<file path="src/rtl/sonar_responder.sv">
// sonar_responder: HC-SR04 ultrasonic sensor emulator (responder side).
// Accepts a trigger pulse and waits a fixed transducer delay. It then drives
// an echo pulse whose width encodes a programmed distance in centimetres, or
// a fixed timeout width when no object is present. After the echo it waits a
// hold-off time before it accepts another trigger.

module sonar_responder #(
  parameter int unsigned T_TRIG_MIN    = 500,      // min trigger high time, cycles
  parameter int unsigned T_ATRASO      = 20000,    // trigger fall -> echo rise
  parameter int unsigned CICLOS_POR_CM = 2941,     // echo cycles per centimetre
  parameter int unsigned T_TIMEOUT     = 1900000,  // echo width with no object
  parameter int unsigned T_HOLDOFF     = 500000    // dead time after echo fall
) (
  input  logic       clock,
  input  logic       reset,         // synchronous, active-low
  input  logic       trigger,       // asynchronous to clock
  input  logic [8:0] distancia,     // programmed distance, cm
  input  logic       sem_objeto,    // 1: no target, echo uses T_TIMEOUT
  output logic       echo,
  output logic       ocupado,
  output logic       erro_trigger,
  output logic [3:0] db_estado
);

  // One 21-bit down-counter covers every interval. The longest load is
  // T_TIMEOUT = 1900000, which is below 2^21.
  localparam int CW = 21;

  localparam logic [CW-1:0] TRIG_MIN_C = CW'(T_TRIG_MIN);
  localparam logic [CW-1:0] ATRASO_C   = CW'(T_ATRASO);
  localparam logic [CW-1:0] CPC_C      = CW'(CICLOS_POR_CM);
  localparam logic [CW-1:0] TIMEOUT_C  = CW'(T_TIMEOUT);
  localparam logic [CW-1:0] HOLDOFF_C  = CW'(T_HOLDOFF);
  localparam logic [CW-1:0] ONE_C      = CW'(1);

  localparam logic [8:0] DIST_MIN = 9'd2;
  localparam logic [8:0] DIST_MAX = 9'd400;

  // These encodings appear directly on db_estado.
  typedef enum logic [3:0] {
    OCIOSO    = 4'd0,
    TRIG_ALTO = 4'd1,
    ATRASO    = 4'd2,
    ECO       = 4'd3,
    ESPERA    = 4'd4
  } state_e;

  state_e          state_q, state_d;
  logic [CW-1:0]   cont_q, cont_d;
  logic            echo_q, echo_d;
  logic            erro_q, erro_d;

  // Trigger synchronizer and edge-detect history.
  logic            sync1_q;
  logic            trig_s_q;
  logic            trig_prev_q;
  logic            trig_rise;

  // Measurement parameters, latched when a trigger is accepted.
  logic            latch_en;
  logic [8:0]      dist_clamp;
  logic [8:0]      dist_clamp_q;
  logic            sem_q;
  logic [CW-1:0]   largura;

  // Two-flop synchronizer for the asynchronous trigger, plus one history flop
  // for edge detection.
  // NOTE: every clocked process uses non-blocking '<=' so that all flops
  // sample their old values on the same edge. Blocking '=' here would
  // collapse the synchronizer chain into a single flop.
  always_ff @(posedge clock) begin
    if (!reset) begin
      sync1_q     <= 1'b0;
      trig_s_q    <= 1'b0;
      trig_prev_q <= 1'b0;
    end else begin
      sync1_q     <= trigger;
      trig_s_q    <= sync1_q;
      trig_prev_q <= trig_s_q;
    end
  end

  // A cycle starts only on a fresh rising edge. A trigger that is still high
  // when the FSM returns to OCIOSO is ignored.
  assign trig_rise = trig_s_q & ~trig_prev_q;

  // Clamp the programmed distance to the sensor's 2..400 cm range.
  assign dist_clamp = (distancia < DIST_MIN) ? DIST_MIN :
                      (distancia > DIST_MAX) ? DIST_MAX : distancia;

  // Capture the distance and target flag at trigger acceptance. Later input
  // changes do not affect the pulse in progress.
  // NOTE: these are datapath registers with no reset. They are always written
  // at acceptance, before the FSM reads them, so a reset would only add
  // fan-out on the reset net.
  always_ff @(posedge clock) begin
    if (latch_en) begin
      dist_clamp_q <= dist_clamp;
      sem_q        <= sem_objeto;
    end
  end

  // Echo width from the latched values. The largest product is
  // 400 * 2941 = 1176400, so it fits in CW bits without truncation.
  assign largura = sem_q ? TIMEOUT_C : (CW'(dist_clamp_q) * CPC_C);

  // FSM state, counter and registered outputs.
  always_ff @(posedge clock) begin
    if (!reset) begin
      state_q <= OCIOSO;
      cont_q  <= '0;
      echo_q  <= 1'b0;
      erro_q  <= 1'b0;
    end else begin
      state_q <= state_d;
      cont_q  <= cont_d;
      echo_q  <= echo_d;
      erro_q  <= erro_d;
    end
  end

  // Next-state, counter and output decode.
  // NOTE: every signal driven here gets a default first. A path that leaves
  // a signal unassigned would infer a latch.
  always_comb begin
    state_d  = state_q;
    cont_d   = cont_q;
    echo_d   = echo_q;
    erro_d   = 1'b0;
    latch_en = 1'b0;

    case (state_q)
      OCIOSO: begin
        echo_d = 1'b0;
        if (trig_rise) begin
          // The edge-detect cycle already counts as one high cycle.
          cont_d  = ONE_C;
          state_d = TRIG_ALTO;
        end
      end

      TRIG_ALTO: begin
        if (trig_s_q) begin
          // Count high time, saturating at the acceptance threshold.
          if (cont_q < TRIG_MIN_C) begin
            cont_d = cont_q + ONE_C;
          end
        end else if (cont_q >= TRIG_MIN_C) begin
          latch_en = 1'b1;
          cont_d   = ATRASO_C;
          state_d  = ATRASO;
        end else begin
          erro_d  = 1'b1;
          state_d = OCIOSO;
        end
      end

      ATRASO: begin
        // Transducer delay. Echo rises T_ATRASO cycles after entry.
        if (cont_q <= ONE_C) begin
          echo_d  = 1'b1;
          cont_d  = largura;
          state_d = ECO;
        end else begin
          cont_d = cont_q - ONE_C;
        end
      end

      ECO: begin
        echo_d = 1'b1;
        if (cont_q <= ONE_C) begin
          echo_d  = 1'b0;
          cont_d  = HOLDOFF_C;
          state_d = ESPERA;
        end else begin
          cont_d = cont_q - ONE_C;
        end
      end

      ESPERA: begin
        echo_d = 1'b0;
        if (cont_q <= ONE_C) begin
          state_d = OCIOSO;
        end else begin
          cont_d = cont_q - ONE_C;
        end
      end

      default: begin
        echo_d  = 1'b0;
        state_d = OCIOSO;
      end
    endcase
  end

  assign echo         = echo_q;
  assign erro_trigger = erro_q;
  assign ocupado      = (state_q != OCIOSO);
  assign db_estado    = state_q;

endmodule
</file>
<file path="config.mk">
export PLATFORM = sky130hd
export DESIGN_NAME = sonar_responder
export DESIGN_NICKNAME = d
export VERILOG_FILES = /design/src/rtl/sonar_responder.sv
export SDC_FILE = /design/constraint.sdc
export NUM_CORES = 1
export LEC_CHECK = 0
export BUFFER_PORTS_ARGS = -buffer_cell sky130_fd_sc_hd__buf_2
export CAP_MARGIN = 40
export CORE_MARGIN = 2
export CORE_UTILIZATION = 35
export DETAILED_ROUTE_END_ITERATION = 10
export HOLD_SLACK_MARGIN = 0.05
export PLACE_DENSITY = 0.54
export SLEW_MARGIN = 20
export SYNTH_ARGS = -nofsm -noshare
export SYNTH_HDL_FRONTEND = slang
export SYNTH_SLANG_ARGS = --single-unit
export TNS_END_PERCENT = 5
</file>
<file path="constraint.sdc">
create_clock -name clock -period 12.1 [get_ports clock]
set_clock_uncertainty 0.05 [all_clocks]
set_input_delay 2.42 -clock clock [delete_from_list [all_inputs] [get_ports clock]]
set_output_delay 2.42 -clock clock [all_outputs]
set_load 0.1 [all_outputs]
</file>
[Word-level counts from Yosys, hierarchy flattened]
Cells that the tools add are included.
Word-level totals
  register bits after elaboration: 40
  input port bits: 13
  output and inout port bits: 7
  logic and storage cells: 66
Operators by class
  add/sub/neg operators: 2
  multipliers: 1
  $lt $le $gt $ge: 5
  equality and inequality tests: 12
  mux-type cells: 24
  bitwise logic cells: 4
  reductions and logical operators: 8
Operators with widths (number)
  $mux 21: 8
  $pmux 21 s5: 1
  $add 21x1->21 const B: 1
  $ge 21x9->1 const B: 1
  $le 21x1->1 const B: 1
  $lt 21x9->1 const B: 1
  $mul 9x12->21 const B: 1
  $sub 21x1->21 const B: 1
  $mux 4: 5
  $pmux 4 s5: 1
  $ne 2x2->1 const B: 6
  $reduce_and 5->1: 2
  $gt 9x9->1 const B: 1
  $lt 9x2->1 const B: 1
  $mux 9: 1
  $eq 4x2->1 const B: 2
  $mux 1: 6
  $ne 3x3->1 const B: 2
  $reduce_bool 5->1: 1
  $eq 4x1->1 const B: 1
  $eq 4x3->1 const B: 1
  $logic_not 4->1: 1
  $reduce_bool 4->1: 1
  $not 1->1: 3
  other kinds (6): 6

[Depth between registers and ports, before layout]
Gate-level depths: netlist (run 1).
  word-level depth: 4
  depth in mapped cells: 17

[Least setup slack after synthesis (run 1)]
Ideal clock, no wire load.
  path type: reg2reg
  start: reg dist_clamp_q[3]
  end: reg cont_q[20]
  setup time: 70 ps
  data arrival time: 4957 ps
  setup slack: 7023 ps
  cell stages (with the launch flop): 18
  path through: edfxtp_1 > fa_1 > inv_1 > fa_1 > inv_1 > fa_1 > inv_1 > fa_1 > inv_1 > ha_1 > and3_1 > a2111oi_0 > a211oi_1 > nor2_1 > a21oi_1 > a221oi_1 > mux2i_1 > o2bb2ai_1
Between the ends
  longest elaborated chain between the ends: 4
Ends and longest elaborated chain
  start, declared: line 62  | logic [8:0] dist_clamp_q;
  start signal, assigned: line 98  | dist_clamp_q <= dist_clamp;
  $mul 9x12->21: line 105  | assign largura = sem_q ? TIMEOUT_C : (CW'(dist_clamp_q) * CPC_C);
  $mux 21: line 105
  $mux 21: line 160  | if (cont_q <= ONE_C) begin
  $pmux 21 s5: line 132  | case (state_q)
  end signal, assigned: line 116  | cont_q <= cont_d;
  end, declared: line 49  | logic [CW-1:0] cont_q, cont_d;
Every way passes these cells.
A chain may end at the register's enable or synchronous reset.

[Worst setup path after layout (run 1)]
  start: reg dist_clamp_q[4]
  end: reg cont_q[20]
The elaborated chain is that of the path after synthesis.

==> results of run 1 <==
[registers in the layout, summed over array words and instances, names as in the netlist]
| register | flops |
|---|---|
| cont_q | 21 |
| dist_clamp_q | 9 |
| erro_trigger | 1 |
| sem_q | 1 |
| trig_prev_q | 1 |
| sync1_q | 1 |
| echo | 1 |
| db_estado | 3 |
| trig_s_q | 1 |
[power breakdown]
group	total [µW]	internal, µW	switching (µW)	leakage (µW)
Sequential	139	135	3.54	0.000325
Combinational	94.9	34.0	60.9	0.00198
Clock	151	89.2	61.4	0.0000820
[per-stage QoR]
| step | instance area [µm²] | hold WS [ps] | std cells | total power [µW] | setup slack [ps] |
|---|---|---|---|---|---|
| final | 5400 | 384 | 812 | 384 | 6670 |
| after global routing | 5400 | 430 | 812 | 400 | 6370 |
| after CTS | 5400 | 387 | 811 | 386 | 6690 |
| after detailed placement | 5240 | 371 | 803 | 235 | 6720 |
| after global placement | 5230 | 371 | 801 | 234 | 6630 |
| after floorplan | 5050 | 362 | 631 | 214 | 7020 |
[logic make-up after synthesis]
group,count (synthesis),synth area share
AND/OR/NAND/NOR,193,0.197
multiplexers,1,0.00198
XOR/XNOR,29,0.0503
adder cells (fa/ha/maj),89,0.277
buffers and inverters,126,0.100
flip-flops,39,0.175
AO/OA/AOI/OAI,153,0.198
other,1,0.000743
[worst min-delay path by stage]
stage,from,slack [ps],endpoint
CTS,sync1_q,390,trig_s_q
global placement,sync1_q,370,trig_s_q
finish,sync1_q,380,trig_s_q
global route,sync1_q,430,trig_s_q
floorplan,sync1_q,360,trig_s_q
detailed placement,sync1_q,370,trig_s_q
[layer usage]
layer	part of all wire	GRT usage	vias up
li1	-	-	2150
met1	0.46	0.265	2187
met2	0.45	0.315	183
met3	0.071	0.0316	37
met4	0.024	0.0576	0
met5	0	0	-
[cell usage in the layout (no fill, tap or decap), types with 10 or more instances in the layout]
master | synthesis | final
nand3_1 | 14 | 14
inv_1 | 96 | 96
xnor2_1 | 13 | 13
o21ai_1 | 11 | 11
nor2_1 | 47 | 47
buf_2 | 2 | 19
nor3_1 | 16 | 16
edfxtp_1 | 10 | 10
o21ai_0 | 36 | 36
nand2_1 | 45 | 45
fa_1 | 38 | 38
xor2_1 | 16 | 16
dfxtp_1 | 29 | 29
a21oi_1 | 32 | 32
and2_1 | 14 | 14
ha_1 | 51 | 51
[final cells by class]
cell class	instances	area, µm²
clock buffer	6	150
fill	1471	8580
clock inverter	2	13.8
tap	180	225
inverter	97	364
multi-input combinational	466	3660
sequential	39	881
timing repair buffer	22	110
==> metrics, run 1 <==
largest net degree at the start of global routing=24; crit share post-route=0.449; Post-CTS Setup Bufs=0; PostCTS Resize Cnt=0; crit end category=flip-flop; worst reg2reg setup slack=6670 ps; Final Util=0.386; I/O pins=20; worst-path fanout max=6; status=finished clean; most numerous cell in the Yosys netlist=inv_1; slowest CP cell=a2111oi_0; DR DRC count=0; gr usage total=0.194; vias in the first global route=4509; Commonest cells post-synth=inv_1, ha_1, nor2_1; Levels on crit path=18; CP Launch Type=flip-flop; grt ovf=0; CTS H-tree lvls=2; # clock sinks=39; HP Class=reg2reg; Worst-Skew Late Latency=290 ps; Most used DFF post-synth=dfxtp_1; post-DP HPWL=11200 µm; worst path bufs/invs=5; vias per inst=5.61; Static Leak=0.00239 µW; share of layout cells above drive strength 1=0.0649; fmax=184 MHz; Crit. Startpoint=dist_clamp_q[4]; delay-heaviest family, CP=adder cells; peak supply drop=around 0.000058 V; Post-synth EDFFs=10; area leader, netlist=fa_1; CTS max path bufs=2; # hold bufs at CTS=0; chip width=around 120 µm; Max Cap Viol=0; Worst Path Required=~12000 ps; first-pass GRT wire length=23000 µm; post-DR wirelength/cell=17.4 µm; TritonCTS clock tree=built; clock-pin slew of the registers on the worst-case setup and hold paths=about 70 ps; total CTS buffers=5; n_diodes=0; arrival time worst endpoint=5610 ps; Initial Utilization=0.361; routability cong.=0.996; Core ar.=between 0.01 and 0.015 mm²; critical path class=reg2reg; crit path time final=5430 ps; Mapped Cells=between 600 and 700; DIE HEIGHT=124 µm; Detailed Route WL=14100 µm; Mapped Area=around 0.0050 mm²; row count=43; asr flop ratio synth=0; worst r2r src=dist_clamp_q[4]; Worst R2R End=cont_q[20]; R2R depth=18; unrepaired setup endpoints after global routing=no; Seq cells post-synth=39; Post-Syn Nets=about 730; Cell variety after synth=67; Critical Path, Cell by Cell=fa_1 -> inv_1 -> fa_1 -> inv_1 -> fa_1 -> inv_1 -> fa_1 -> inv_1 -> ha_1 -> and3_1 -> a2111oi_0 -> buf_1 -> a211oi_1 -> nor2_1 -> a21oi_1 -> a221oi_1 -> mux2i_1 -> o2bb2ai_1; antenna violations before repair=0; Hold Crit Depth=1; Initial DRT Pass Iterations=5; Yosys top cell area share=0.151; top area cells in the synthesized netlist=fa_1, ha_1, dfxtp_1; total negative slack=0 ps; syn avg cell area=8.00 µm²; CP Capture Point=cont_q[20]; Fin. Hold Viols=0; Slew Viols, Final=0; Slew headroom=0.343; crit-path max cell delay=around 730 ps; Layout area overhead=7.09%; Setup violations, final=0; Die ar.=between 0.015 and 0.02 mm²; Least-Margin Pin Slew=978 ps; register area share after synthesis=0.175; initial drt markers=417; via count=4557; antenna viol nets, final=0; Warnings, synthesis=0; pwr dens=about 70 mW/mm²; fin nets=733; IO buf count=18; CTS root buf=clkbuf_16
Note: power is estimated with default switching activity, not from simulation.
==> run 2: changes to the inputs <==
--- a/config.mk
+++ b/config.mk
@@ -5,13 +5,14 @@
 export SDC_FILE = /design/constraint.sdc
 export NUM_CORES = 1
 export LEC_CHECK = 0
+export ABC_AREA = 1
 export BUFFER_PORTS_ARGS = -buffer_cell sky130_fd_sc_hd__buf_2
 export CAP_MARGIN = 40
 export CORE_MARGIN = 2
 export CORE_UTILIZATION = 35
 export DETAILED_ROUTE_END_ITERATION = 10
 export HOLD_SLACK_MARGIN = 0.05
-export PLACE_DENSITY = 0.54
+export PLACE_DENSITY = 0.56
 export SLEW_MARGIN = 20
 export SYNTH_ARGS = -nofsm -noshare
 export SYNTH_HDL_FRONTEND = slang
==> constraint.sdc (replaced) <==
create_clock -name clock -period 4.56 [get_ports clock]
set_clock_uncertainty 0.05 [all_clocks]
set_input_delay 0.912 -clock clock [delete_from_list [all_inputs] [get_ports clock]]
set_output_delay 0.912 -clock clock [all_outputs]
set_load 0.1 [all_outputs]
==> run 2 against run 1 <==
Synthesized cell count increased by 35%. Critical path depth increased by 3. Hold slack got worse by 16 ps. Non-clock buffer count increased by 6. Global-route usage increased by 0.16 points.
==> metrics, run 2 <==
Layout area overhead=8.81%; commonest non-fill, non-tap cells in the layout=nand2_1, inv_1, nor2_1, nand3_1, ha_1; via count=5225 (+15%); total CTS buffers=5 (unchanged); Detailed Route WL=15700 µm (+12%); # hold bufs at CTS=0 (unchanged); Max Cap Viol=0 (unchanged); Post-Syn Nets=951 (+30%); Slew headroom=0.516 (+0.173); TritonCTS clock tree=built; Critical Path, Cell by Cell=fa_1 -> nand2_1 -> inv_2 -> nor2_1 -> ha_1 -> or2_2 -> fa_1 -> inv_1 -> fa_1 -> inv_1 -> ha_1 -> buf_4 -> nand2_1 -> nand2_1 -> o21bai_1 -> a21o_1 -> o21ai_1 -> nand2_1 -> nand2_1 -> nand2_1 -> a21oi_1; Initial Utilization=0.357 (-0.00402); IO buf count=18 (unchanged); critical path class=reg2reg; most numerous cell in the Yosys netlist=nand2_1; Most used DFF post-synth=dfxtp_1; Seq cells post-synth=39 (unchanged); arrival time worst endpoint=4490 ps (-1120 ps); Warnings, synthesis=0 (unchanged); Least-Margin Pin Slew=723 ps (-255 ps); register area share after synthesis=0.157 (-0.0180); grt ovf=0 (unchanged); Slew Viols, Final=0 (unchanged); row count=46 (+7.0%); Commonest cells post-synth=nand2_1, inv_1, nor2_1; CTS max path bufs=2 (unchanged); Cell variety after synth=45 (-33%); delay-heaviest family, CP=adder cells; post-DP HPWL=13000 µm (+15%); crit end category=flip-flop; syn avg cell area=6.63 µm² (-17%); top area cells in the synthesized netlist=nand2_1, fa_1, ha_1; status=finished clean; I/O pins=20 (unchanged); fmax=232 MHz (+26%); CP Launch Type=flip-flop; Mapped Cells=849 (+35%); # clock sinks=39 (unchanged); post-DR wirelength/cell=14.6 µm (-16%); clock-pin slew of the registers on the worst-case setup and hold paths=70 ps (about the same); crit path time final=4300 ps (-1130 ps); worst-path fanout max=3 (-3); asr flop ratio synth=0 (unchanged); Post-synth EDFFs=10 (unchanged); chip width=131 µm (+5.4%); Worst Path Required=4750 ps (-7520 ps); commonest non-fill, non-tap cell in the layout=nand2_1; Setup violations, final=0 (unchanged); DIE HEIGHT=131 µm (+5.4%); Mapped Area=0.00563 mm² (+11%); vias in the first global route=5118 (+14%); n_diodes=0 (unchanged); worst path bufs/invs=4 (-1); unrepaired setup endpoints after global routing=no; gr usage total=0.196 (+0.00156); Initial DRT Pass Iterations=5 (unchanged); Worst-Skew Late Latency=300 ps (about the same); DR DRC count=0 (unchanged); fin nets=965 (+32%); routability cong.=0.962 (-3.4%); HP Class=reg2reg; total negative slack=0 ps (unchanged); Die ar.=0.0171 mm² (+11%); antenna viol nets, final=0 (unchanged); vias per inst=4.84 (-14%); register with the highest flop count=cont_q; share of layout cells above drive strength 1=0.101 (+0.0358); Most common cell on crit path=nand2_1; first-pass GRT wire length=25900 µm (+12%); Yosys top cell area share=0.141 (-0.00996); largest net degree at the start of global routing=24 (unchanged); antenna violations before repair=0 (unchanged); Fin. Hold Viols=0 (unchanged); CTS root buf=clkbuf_16; crit-path max cell delay=600 ps (-130 ps); crit share post-route=0.944 (+0.494); initial drt markers=425 (+1.9%); area leader, netlist=nand2_1; Core ar.=0.0158 mm² (+13%); max reg flops=21 (unchanged); slowest CP cell=fa_1; CTS H-tree lvls=2 (unchanged)
run 2: cell count changes after synthesis, moves of 13 or more:
cell      before  now
a21oi_1       32   50
clkbuf_1      22    5
o21ai_0       36   22
nand2_1       45  211
inv_1         96  165
and2_1        14    1
nand3_1       14   59
nor2_1        47   80
run 2: tightest hold or removal path: stages, from the launching register on:
cell and delay (ps):
dfxtp_1 310, nand2_1 50, inv_1 40
run 2: logic make-up after synthesis:
logic type / count (synthesis) / share of synthesized area
simple gates: 409 / 0.325
buf+inv: 193 / 0.139
compound gates: 93 / 0.0921
fa+ha+maj: 89 / 0.249
flops: 39 / 0.157
xor+xnor: 25 / 0.0389
other cells: 1 / 0.000667
run 2: what timing repair did:
action                                  in CTS  in global routing
buffers inserted                             0                  3
resized for setup                            0                  9
endpoints found under the hold margin        0                  0
endpoints found under the setup margin       0                  9
run 2: per-layer routing:
metal / global-route usage / part of all wire / vias up
met5: 0 / 0 / -
met4: 0.0707 / 0.026 / 0
met3: 0.0200 / 0.039 / 21
met2: 0.290 / 0.41 / 112
met1: 0.295 / 0.52 / 2427
li1: - / - / 2665
run 2: worst paths after layout:
path	startpoint	to	slack [ps]	cells past startpoint
setup / recovery	dist_clamp_q[8]	cont_q[13]	260	21
hold / removal	sync1_q	trig_s_q	370	2
setup reg to reg	dist_clamp_q[8]	cont_q[13]	260	21
hold reg to reg	sync1_q	trig_s_q	370	2
run 2: layout make-up:
cell class | instances | area, µm²
fill | 1776 | 9650
clock inverter | 3 | 22.5
inverter | 172 | 646
clock buffer | 5 | 125
timing repair buffer | 28 | 169
tap | 216 | 270
multi-input combinational | 617 | 4010
sequential | 39 | 881
run 2: stage by stage:
step | setup WS (ps) | hold WS [ps] | area, µm² | instances | utilization
6_report | 257 | 369 | 6120 | 1080 | 0.388
5_1_grt | 3.11 | 408 | 6120 | 1080 | 0.388
4_1_cts | 155 | 371 | 6040 | 1076 | 0.383
3_5_place_dp | 145 | 352 | 5900 | 1068 | 0.374
3_3_place_gp | 174 | 355 | 5890 | 1067 | 0.373
2_1_floorplan | 458 | 340 | 5630 | 849 | -
Power of run 2 is left out: the tool's default activity adds up to more than one toggle a clock period on the data nets, which glitch-free logic cannot reach.
==> run 3: changes to the inputs <==
--- a/config.mk
+++ b/config.mk
@@ -10,9 +10,10 @@
 export CAP_MARGIN = 40
 export CORE_MARGIN = 2
 export CORE_UTILIZATION = 35
+export CTS_CLUSTER_DIAMETER = 30
 export DETAILED_ROUTE_END_ITERATION = 10
 export HOLD_SLACK_MARGIN = 0.05
-export PLACE_DENSITY = 0.56
+export PLACE_DENSITY = 0.54
 export SLEW_MARGIN = 20
 export SYNTH_ARGS = -nofsm -noshare
 export SYNTH_HDL_FRONTEND = slang
==> constraint.sdc (replaced) <==
create_clock -name clock -period 5.05 [get_ports clock]
set_clock_uncertainty 0.05 [all_clocks]
set_input_delay 1.01 -clock clock [delete_from_list [all_inputs] [get_ports clock]]
set_output_delay 1.01 -clock clock [all_outputs]
set_load 0.1 [all_outputs]
==> run 3 against run 2 <==
Wire length up 0.25%. Global-route usage up 0.27 points. Via count down 1.5%. Critical path depth unchanged. Die area unchanged.
==> metrics, run 3 (synthesized netlist as in run 2, its figures left out) <==
status=finished clean; crit path time final=4560 ps (+256 ps); share of layout cells above drive strength 1=0.0829 (-0.0178); # clock sinks=39 (unchanged); Least-Margin Pin Slew=765 ps (+42.2 ps); grt ovf=0 (unchanged); worst r2r src=dist_clamp_q[7]; CP Launch Type=flip-flop; max reg flops=21 (unchanged); Initial Utilization=0.357 (unchanged); antenna viol nets, final=0 (unchanged); Most common cell on crit path=nand3_1; routability cong.=0.909 (-5.5%); total CTS buffers=5 (unchanged); filler instances=1785 (+0.51%); critical path class=reg2reg; fmax=219 MHz (-5.6%); Die ar.=0.0171 mm² (unchanged); chip width=131 µm (unchanged); post-DP HPWL=13000 µm (+0.52%); Setup violations, final=0 (unchanged); clock-pin slew of the registers on the worst-case setup and hold paths=70 ps (about the same); IO buf count=18 (unchanged); register with the highest flop count=cont_q; via count=5146 (-1.5%); Hold Crit Depth=2 (unchanged); first-pass GRT wire length=26100 µm (+0.85%); commonest non-fill, non-tap cell in the layout=nand2_1; Detailed Route WL=15800 µm (+0.25%); largest net degree at the start of global routing=24 (unchanged); crit-path max cell delay=600 ps (about the same); Worst R2R End=cont_q[15]; post-DR wirelength/cell=14.7 µm (+1.0%); Critical Path, Cell by Cell=fa_1 -> nand2_1 -> inv_1 -> nor2_1 -> ha_1 -> or2_2 -> fa_1 -> inv_1 -> fa_1 -> inv_1 -> ha_1 -> nand2_1 -> nor2_1 -> nand3_1 -> nand3_1 -> nand2_1 -> nand3_1 -> nand3_1 -> nand3_1 -> nand2_1 -> a21oi_1; total negative slack=0 ps (unchanged); crit end category=flip-flop; fin nets=957 (-0.83%); PostCTS Resize Cnt=0 (unchanged); commonest non-fill, non-tap cells in the layout=nand2_1, inv_1, nor2_1, nand3_1, ha_1; dpl cell area=0.00586 mm² (-0.64%); slowest CP cell=fa_1; TritonCTS clock tree=built; Slew Viols, Final=0 (unchanged); Worst-Skew Late Latency=300 ps (about the same); crit share post-route=0.903 (-0.0409); Layout area overhead=7.34%; initial drt markers=376 (-12%); DIE HEIGHT=131 µm (unchanged); Final Util=0.383 (-0.00524); Max Cap Viol=0 (unchanged); WHS=373 ps (+4.62 ps); antenna violations before repair=0 (unchanged); HP Class=reg2reg; DR DRC count=0 (unchanged); Worst Path Required=5230 ps (+480 ps); unrepaired setup endpoints after global routing=no; hold_sp=sync1_q; vias in the first global route=5038 (-1.6%); # hold bufs at CTS=0 (unchanged); n_diodes=0 (unchanged); worst-path fanout max=6 (+3); gr usage total=0.198 (+0.00267); design area=0.00604 mm² (-1.3%); CTS root buf=clkbuf_16; CTS max path bufs=2 (unchanged); Fin. Hold Viols=0 (unchanged); arrival time worst endpoint=4740 ps (+250 ps); CTS H-tree lvls=2 (unchanged); WHS Endpoint=trig_s_q; worst reg2reg setup slack=490 ps (+230 ps); Slew headroom=0.488 (-0.0282); I/O pins=20 (unchanged); row count=46 (unchanged); Core ar.=0.0158 mm² (unchanged); vias per inst=4.80 (-0.78%); Initial DRT Pass Iterations=7 (+2); Post-CTS Setup Bufs=0 (unchanged); R2R depth=21 (unchanged)
run 3: changes by cell type in the layout (fill, tap and decap cells not counted), moves of 2 or more:
cell and change:
nand2_1 +2, a21oi_2 -2, buf_4 -8, a21oi_1 +2, nand2_2 -2, ha_4 -2, ha_1 +2
run 3: final cells by class:
cell class,instances,area (µm²),share of cell area
Clock buffer,6,150,0.0249
Clock inverter,2,13.8,0.00228
Tap cell,216,270,0.0448
Inverter,172,646,0.107
Sequential cell,39,881,0.146
Timing Repair Buffer,20,113,0.0186
Multi-Input combinational cell,617,3970,0.657
run 3: worst max-delay path, delay by kind of cell (launching register included):
kind | cells | cell delay (ps)
adders and majority gates | 5 | 2160
and+or+nand+nor | 12 | 1420
DFF | 1 | 520
buffers and inverters | 3 | 190
AOI/OAI and AO/OA | 1 | 140
run 3: worst max-delay path by stage:
stage | startpoint | endpoint | slack, ps | cells after the start
after floorplan | dist_clamp_q[7] | cont_q[13] | 950 | 21
after detailed placement | dist_clamp_q[7] | cont_q[18] | 510 | 22
after CTS | dist_clamp_q[7] | cont_q[15] | 490 | 21
after global placement | dist_clamp_q[7] | cont_q[18] | 450 | 22
after global routing | dist_clamp_q[7] | cont_q[15] | 160 | 21
final | dist_clamp_q[7] | cont_q[15] | 490 | 21
run 3: routing by layer:
| layer | GRT usage | routed length [µm] |
|---|---|---|
| met2 | 0.301 | 6740 |
| met4 | 0.0457 | 270 |
| met5 | 0 | 0 |
| met3 | 0.0346 | 786 |
| met1 | 0.294 | 7970 |
run 3: metrics by stage:
stage,setup WS (ps),instances
2_1_floorplan,948,849
3_3_place_gp,450,1063
3_5_place_dp,514,1063
4_1_cts,488,1071
5_1_grt,162,1072
6_report,491,1072
Power of run 3 is left out for the same reason.
